===== config.mk =====
export PLATFORM = sky130hd
export DESIGN_NAME = dof_pipe_stage
export DESIGN_NICKNAME = d
export VERILOG_FILES = /design/src/rtl/dof_pkg.sv /design/src/rtl/dof_fwd_mux.sv /design/src/rtl/dof_pipe_stage.sv
export SDC_FILE = /design/constraint.sdc
export NUM_CORES = 1
export LEC_CHECK = 0
export ABC_AREA = 1
export ABC_CLOCK_PERIOD_IN_PS = 6300
export CAP_MARGIN = 30
export CORE_AREA = 2 2 132 134
export CTS_BUF_LIST = sky130_fd_sc_hd__clkbuf_8
export DETAILED_ROUTE_END_ITERATION = 16
export DIE_AREA = 0 0 134 136
export GPL_TIMING_DRIVEN = 0
export PLACE_DENSITY = 0.79
export SYNTH_ARGS = -nofsm -noshare
export SYNTH_HDL_FRONTEND = slang
export SYNTH_SLANG_ARGS = --single-unit

===== constraint.sdc =====
create_clock -name clk -period 6.3 [get_ports clk]
set_clock_uncertainty 0.2 [all_clocks]
set_input_delay 0.945 -clock clk [delete_from_list [all_inputs] [get_ports clk]]
set_output_delay 0.945 -clock clk [all_outputs]
set_load 0.01 [all_outputs]

===== src/rtl/dof_pkg.sv =====
// Shared definitions for the decode/operand-fetch stage: control bundle layout,
// bubble constant, load encoding and parameter defaults.
package dof_pkg;

  localparam int DATA_W_DEF = 32;
  localparam int PC_W_DEF   = 16;
  localparam int RA_W_DEF   = 5;
  localparam int IM_W_DEF   = 15;

  localparam logic [1:0] MD_LOAD = 2'b01;

  localparam int MD_W = 2;
  localparam int BS_W = 2;
  localparam int FS_W = 5;
  localparam int SH_W = 5;

  typedef struct packed {
    logic            rw;
    logic            ps;
    logic            mw;
    logic [MD_W-1:0] md;
    logic [BS_W-1:0] bs;
    logic [FS_W-1:0] fs;
    logic [SH_W-1:0] sh;
  } ctrl_t;

  localparam ctrl_t CTRL_BUBBLE = '0;

endpackage


===== src/rtl/dof_fwd_mux.sv =====
// Per-operand source resolver: R0 rule, EX/WB forwarding and producer-match flags.
// Forwarding is only built when DOF_FWD_EN is defined.
module dof_fwd_mux
  import dof_pkg::*;
#(
  parameter int DATA_W = DATA_W_DEF,
  parameter int RA_W   = RA_W_DEF
) (
  input  logic [RA_W-1:0]   src,
  input  logic [DATA_W-1:0] rf_data,
  input  logic              ex_en,
  input  logic [1:0]        ex_md,
  input  logic [RA_W-1:0]   ex_da,
  input  logic [DATA_W-1:0] ex_result,
  input  logic              wb_en,
  input  logic [RA_W-1:0]   wb_da,
  input  logic [DATA_W-1:0] wb_data,
  output logic [DATA_W-1:0] fwd_data,
  output logic              raw_hit,
  output logic              load_hit
);

  logic src_nz;
  logic ex_match;
  logic wb_match;

  assign src_nz   = |src;
  assign ex_match = ex_en & (ex_da == src);
  assign wb_match = wb_en & (wb_da == src);
  assign raw_hit  = src_nz & (ex_match | wb_match);
  assign load_hit = src_nz & ex_match & (ex_md == MD_LOAD);

`ifdef DOF_FWD_EN
  // A load in EX has no data yet, so it must not win the EX slot.
  always_comb begin
    fwd_data = rf_data;
    if (!src_nz)
      fwd_data = '0;
    else if (ex_match && (ex_md != MD_LOAD))
      fwd_data = ex_result;
    else if (wb_match)
      fwd_data = wb_data;
  end
`else
  logic unused_fwd;
  assign unused_fwd = ^{ex_result, wb_data};
  assign fwd_data   = rf_data;
`endif

endmodule


===== src/rtl/dof_pipe_stage.sv =====
// Registered decode/operand-fetch stage with load-use bubble insertion, stall and flush.
// DOF_FWD_EN enables EX/WB forwarding; without it any pending RAW stalls.
module dof_pipe_stage
  import dof_pkg::*;
#(
  parameter int DATA_W = DATA_W_DEF,
  parameter int PC_W   = PC_W_DEF,
  parameter int RA_W   = RA_W_DEF,
  parameter int IM_W   = IM_W_DEF
) (
  input  logic              clk,
  input  logic              reset,
  input  logic              in_valid,
  input  logic [PC_W-1:0]   pc_in,
  input  logic [31:0]       ir_in,
  input  logic [RA_W-1:0]   dec_aa,
  input  logic [RA_W-1:0]   dec_ba,
  input  logic [RA_W-1:0]   dec_da,
  input  logic              dec_rw,
  input  logic              dec_ps,
  input  logic              dec_mw,
  input  logic              dec_ma,
  input  logic              dec_mb,
  input  logic              dec_cs,
  input  logic [1:0]        dec_md,
  input  logic [1:0]        dec_bs,
  input  logic [4:0]        dec_fs,
  input  logic [DATA_W-1:0] adata,
  input  logic [DATA_W-1:0] bdata,
  input  logic              ex_valid,
  input  logic              ex_rw,
  input  logic [1:0]        ex_md,
  input  logic [RA_W-1:0]   ex_da,
  input  logic [DATA_W-1:0] ex_result,
  input  logic              wb_valid,
  input  logic              wb_rw,
  input  logic [RA_W-1:0]   wb_da,
  input  logic [DATA_W-1:0] wb_data,
  input  logic              stall,
  input  logic              flush,
  output logic              hold_fetch,
  output logic              out_valid,
  output logic [RA_W-1:0]   aa,
  output logic [RA_W-1:0]   ba,
  output logic [RA_W-1:0]   da,
  output logic              rw,
  output logic              ps,
  output logic              mw,
  output logic [1:0]        md,
  output logic [1:0]        bs,
  output logic [4:0]        fs,
  output logic [4:0]        sh,
  output logic [DATA_W-1:0] abus,
  output logic [DATA_W-1:0] bbus,
  output logic [PC_W-1:0]   pc_out
);

  typedef struct packed {
    logic              vld;
    logic [RA_W-1:0]   aa;
    logic [RA_W-1:0]   ba;
    logic [RA_W-1:0]   da;
    ctrl_t             ctrl;
    logic [DATA_W-1:0] abus;
    logic [DATA_W-1:0] bbus;
    logic [PC_W-1:0]   pc;
  } stage_t;

  function automatic logic signed [DATA_W-1:0] ext_imm(input logic [IM_W-1:0] imm,
                                                       input logic cs);
    logic signed [DATA_W-1:0] r;
    r = {{(DATA_W-IM_W){cs & imm[IM_W-1]}}, imm};
    return r;
  endfunction

  logic              ex_en;
  logic              wb_en;
  logic [DATA_W-1:0] fwd_a;
  logic [DATA_W-1:0] fwd_b;
  logic              raw_a;
  logic              raw_b;
  logic              ldh_a;
  logic              ldh_b;
  logic              blk_a;
  logic              blk_b;
  logic              hazard;
  logic [DATA_W-1:0] imm_ext;
  logic              unused_ir;
  stage_t            stage_d;
  stage_t            stage_p1;

  assign ex_en     = ex_valid & ex_rw;
  assign wb_en     = wb_valid & wb_rw;
  assign imm_ext   = ext_imm(ir_in[IM_W-1:0], dec_cs);
  assign unused_ir = ^ir_in;

  dof_fwd_mux #(.DATA_W(DATA_W), .RA_W(RA_W)) u_fwd_a (
    .src(dec_aa), .rf_data(adata),
    .ex_en(ex_en), .ex_md(ex_md), .ex_da(ex_da), .ex_result(ex_result),
    .wb_en(wb_en), .wb_da(wb_da), .wb_data(wb_data),
    .fwd_data(fwd_a), .raw_hit(raw_a), .load_hit(ldh_a)
  );

  dof_fwd_mux #(.DATA_W(DATA_W), .RA_W(RA_W)) u_fwd_b (
    .src(dec_ba), .rf_data(bdata),
    .ex_en(ex_en), .ex_md(ex_md), .ex_da(ex_da), .ex_result(ex_result),
    .wb_en(wb_en), .wb_da(wb_da), .wb_data(wb_data),
    .fwd_data(fwd_b), .raw_hit(raw_b), .load_hit(ldh_b)
  );

`ifdef DOF_FWD_EN
  logic unused_raw;
  assign unused_raw = raw_a ^ raw_b;
  assign blk_a      = ldh_a;
  assign blk_b      = ldh_b;
`else
  logic unused_ldh;
  assign unused_ldh = ldh_a ^ ldh_b;
  assign blk_a      = raw_a;
  assign blk_b      = raw_b;
`endif

  // A source only matters when its operand bus actually carries the register.
  assign hazard     = in_valid & ((~dec_ma & blk_a) | (~dec_mb & blk_b));
  assign hold_fetch = ~reset & (hazard | stall);

  always_comb begin
    stage_d      = '0;
    stage_d.ctrl = CTRL_BUBBLE;
    if (!flush && in_valid && !hazard) begin
      stage_d.vld     = 1'b1;
      stage_d.aa      = dec_aa;
      stage_d.ba      = dec_ba;
      stage_d.da      = dec_da;
      stage_d.ctrl.rw = dec_rw;
      stage_d.ctrl.ps = dec_ps;
      stage_d.ctrl.mw = dec_mw;
      stage_d.ctrl.md = dec_md;
      stage_d.ctrl.bs = dec_bs;
      stage_d.ctrl.fs = dec_fs;
      stage_d.ctrl.sh = ir_in[4:0];
      stage_d.abus    = dec_ma ? DATA_W'(pc_in) : fwd_a;
      stage_d.bbus    = dec_mb ? imm_ext : fwd_b;
      stage_d.pc      = pc_in;
    end
  end

  // ---- stage p0 -> p1: flush overrides stall; stall holds everything ----
  always_ff @(posedge clk or posedge reset) begin
    if (reset)
      stage_p1 <= '0;
    else if (flush || !stall)
      stage_p1 <= stage_d;
  end

  assign out_valid = stage_p1.vld;
  assign aa        = stage_p1.aa;
  assign ba        = stage_p1.ba;
  assign da        = stage_p1.da;
  assign rw        = stage_p1.ctrl.rw;
  assign ps        = stage_p1.ctrl.ps;
  assign mw        = stage_p1.ctrl.mw;
  assign md        = stage_p1.ctrl.md;
  assign bs        = stage_p1.ctrl.bs;
  assign fs        = stage_p1.ctrl.fs;
  assign sh        = stage_p1.ctrl.sh;
  assign abus      = stage_p1.abus;
  assign bbus      = stage_p1.bbus;
  assign pc_out    = stage_p1.pc;

endmodule


==> metrics.md <==
| Metric | Value |
|---|---|
| Chip Width | 134 um |
| CTS clk-pin slew, worst paths | 60 ps |
| PnR worst setup slack | 2230 ps |
| Final instance area | 9240 um2 |
| RSZ-0062 raised after global routing | no |
| Pin count of the biggest net entering global routing | 75 |
| Tot Pwr | 1910 uW |
| Period minus WS final | 4070 ps |
| Initial antenna violation count | 0 |
| Final #Nets | 1280 |
| I/O Buffers | 255 |
| Postcts setup bufs | 0 |
| Setup Crit Path Kind | input pin to output pin |
| Synth Register Bits | 113 |
| Critical path peak fanout | 5 |
| Power Density | 207 nW/um2 |
| Crit-path cells | clkdlybuf4s50_1 -> inv_2 -> nand2_1 -> nand2_1 -> nor2_1 -> nand3_1 -> nand2_1 -> nand2_1 -> nand2_2 -> nand2_1 -> a21oi_1 -> clkdlybuf4s50_1 |
| Cell taking the most area after synthesis | dfrtp_1 |
| Most frequent cells in the layout | nand2_1, clkdlybuf4s50_1, dfrtp_1, nand3_2, nor2_1 |
| Final-report hold violation count | 0 |
| Hold-fix buffers at CTS | 0 |
| Most common cell after layout, fill and taps aside | nand2_1 |
| Share of post-route cells with drive strength above 1 | 12.2% |
| Area grow syn2layout | 56.3% |
| Sequential fraction of the synthesis area | 47.8% |
| Crit path capture type | output pin |
| Setup crit start kind | input pin |
| CTS Sinks | 113 |
| Clock root cell | clkbuf_8 |
| Uppermost layer routed | met4 |
| Critical Path AT | 2930 ps |
| Gpl congestion | 0.875 |
| Cell variety after synth | 17 |
| Fin crit share | 64.6% |
| Yosys warns | 0 |
| # setup viols final | 0 |
| First-pass GRT wire length | 30.8 mm |
| Cell family with most CP delay | buffers and inverters |
| Outcome | finished, final reports clean |
| Number of global-route vias before repair | 5926 |
| CTS Buf Count | 17 |
| Crit path required time | 5150 ps |
| GRT Resource Usage Total | 21.9% |
| Crit path buf inv count | 3 |
| WL per Instance | 15.3 um |
| Dpl hpwl | 14.9 mm |
| Drt pass-1 iters | 4 |
| Relative slew slack | 57.5% |
| DR vias/cell | 4.65 |
| N_diodes | 0 |
| Row count | 48 |
| Placed Area | 8780 um2 |
| Yosys top cell area share | 47.8% |
| Routed wl met2 | 9.35 mm |
| Synth area leaders | dfrtp_1, nand2_1, nand3_2 |
| Final Slew Violations | 0 |
| LEAKAGE | 0.00466 uW |
| DRC | 0 |
| DR vias | 6000 |
| Routed Antenna Nets | 0 |
| Hold Path Class | register to register |
| Cts repair resizes | 0 |
| Slew @ Worst Pin | 637 ps |
| DR iter-0 viols | 358 |
| Peak VDD IR | 112 uV |
| Critical Path Most Common Cell | nand2_1 |
| Cells after Synth | 778 |
| Worst skew pair latency | 440 ps |
| CTS tree | built |
| Setup TNS | 0 ps |
| Max-Cap Viols | 0 |
| Vert. Die Dim | 136 um |
| IO Pins | 341 |
| Cell Area, Synth | 5910 um2 |
| Filler cell count | 1594 |
| DRT Wirelength | 19.7 mm |
| Depth of the CTS H-tree | 4 |
| Initial Util | 35.0% |
| Overflow after GRT | 0 |
| CORE AREA | 16900 um2 |
| F_max | 246 MHz |
| Die area | 18200 um2 |
| M1 WL | 8.35 mm |
| Clock Path Buffers | 2 |
| Dpl ws | 2250 ps |
| Worst path max stage delay | 620 ps |
| Mean Syn Cell Area | 7.60 um2 |
| CP max stage cell | clkdlybuf4s50_1 |
| DR WL met3 | 1.47 mm |
| Post-synthesis net count | 1005 |
through the flow:
step                instances  hold slack [ps]  util (%)
floorplan                 778              316         -
global placement         1258              261      51.8
detailed placement       1259              265      52.0
CTS                      1291              282      54.8
global route             1291              297      54.8
finish                   1291              279      54.8
cells by family after synthesis:
group	after synthesis	synth area share (%)
AND/OR/NAND/NOR	568	44.6
flip-flops	113	47.8
buffers and inverters	91	7.05
AO/OA/AOI/OAI	6	0.571
power by group:
group	internal (uW)	switching [uW]
registers	752	15.6
clock network	499	314
logic	168	163
total	1420	493
flip-flops by register name (all words and copies together) (netlist names):
signal	cells
abus	32
bbus	32
pc_out	16
aa	5
ba	5
da	5
fs	5
sh	5
bs	2
md	2
mw	1
out_valid	1
ps	1
rw	1
metal layers:
metal  vias up  global-route usage [%]
met3        41                    5.97
met1      2782                    27.2
li1       2944                       -
met4         0                    8.27
met2       233                    36.5
met5         -                       0
path summary, 6_finish.rpt:
| kind | end | slack, ps | depth (start not counted) | startpoint |
|---|---|---|---|---|
| min | bbus[1] | 280 | 2 | bbus[1] |
| max in group asynchronous | abus[26] | 4480 | 3 | reset |
| max reg2reg | bbus[2] | 5450 | 2 | bbus[2] |
| max | hold_fetch | 2230 | 12 | dec_ba[4] |
| min in group asynchronous | ba[3] | 700 | 2 | reset |
| min reg2reg | bbus[1] | 280 | 2 | bbus[1] |
area by class of cell:
type                       count  area (um2)  area share (%)
sequential                   113        2830            30.6
multi-input combinational    574        2670            28.9
timing repair buffer         256        2580            27.9
tap                          225         282            3.05
clock buffer                  20         275            2.98
buffer                        47         251            2.72
clock inverter                12         189            2.04
inverter                      44         170            1.84
Yosys cell counts, drive strengths merged:
master and n:
dfrtp 113, a21oi 2, nand3 117, clkbuf 24, buf 23, nand4 1, o21ai 4, nand2 381
nor2 69, inv 44
tightest hold or removal path, stage by stage, from the launching register on:
cell,delay [ps]
dfrtp_1,340
nand2_1,60
nand2_1,50
Note: power is estimated with default switching activity, not from simulation.
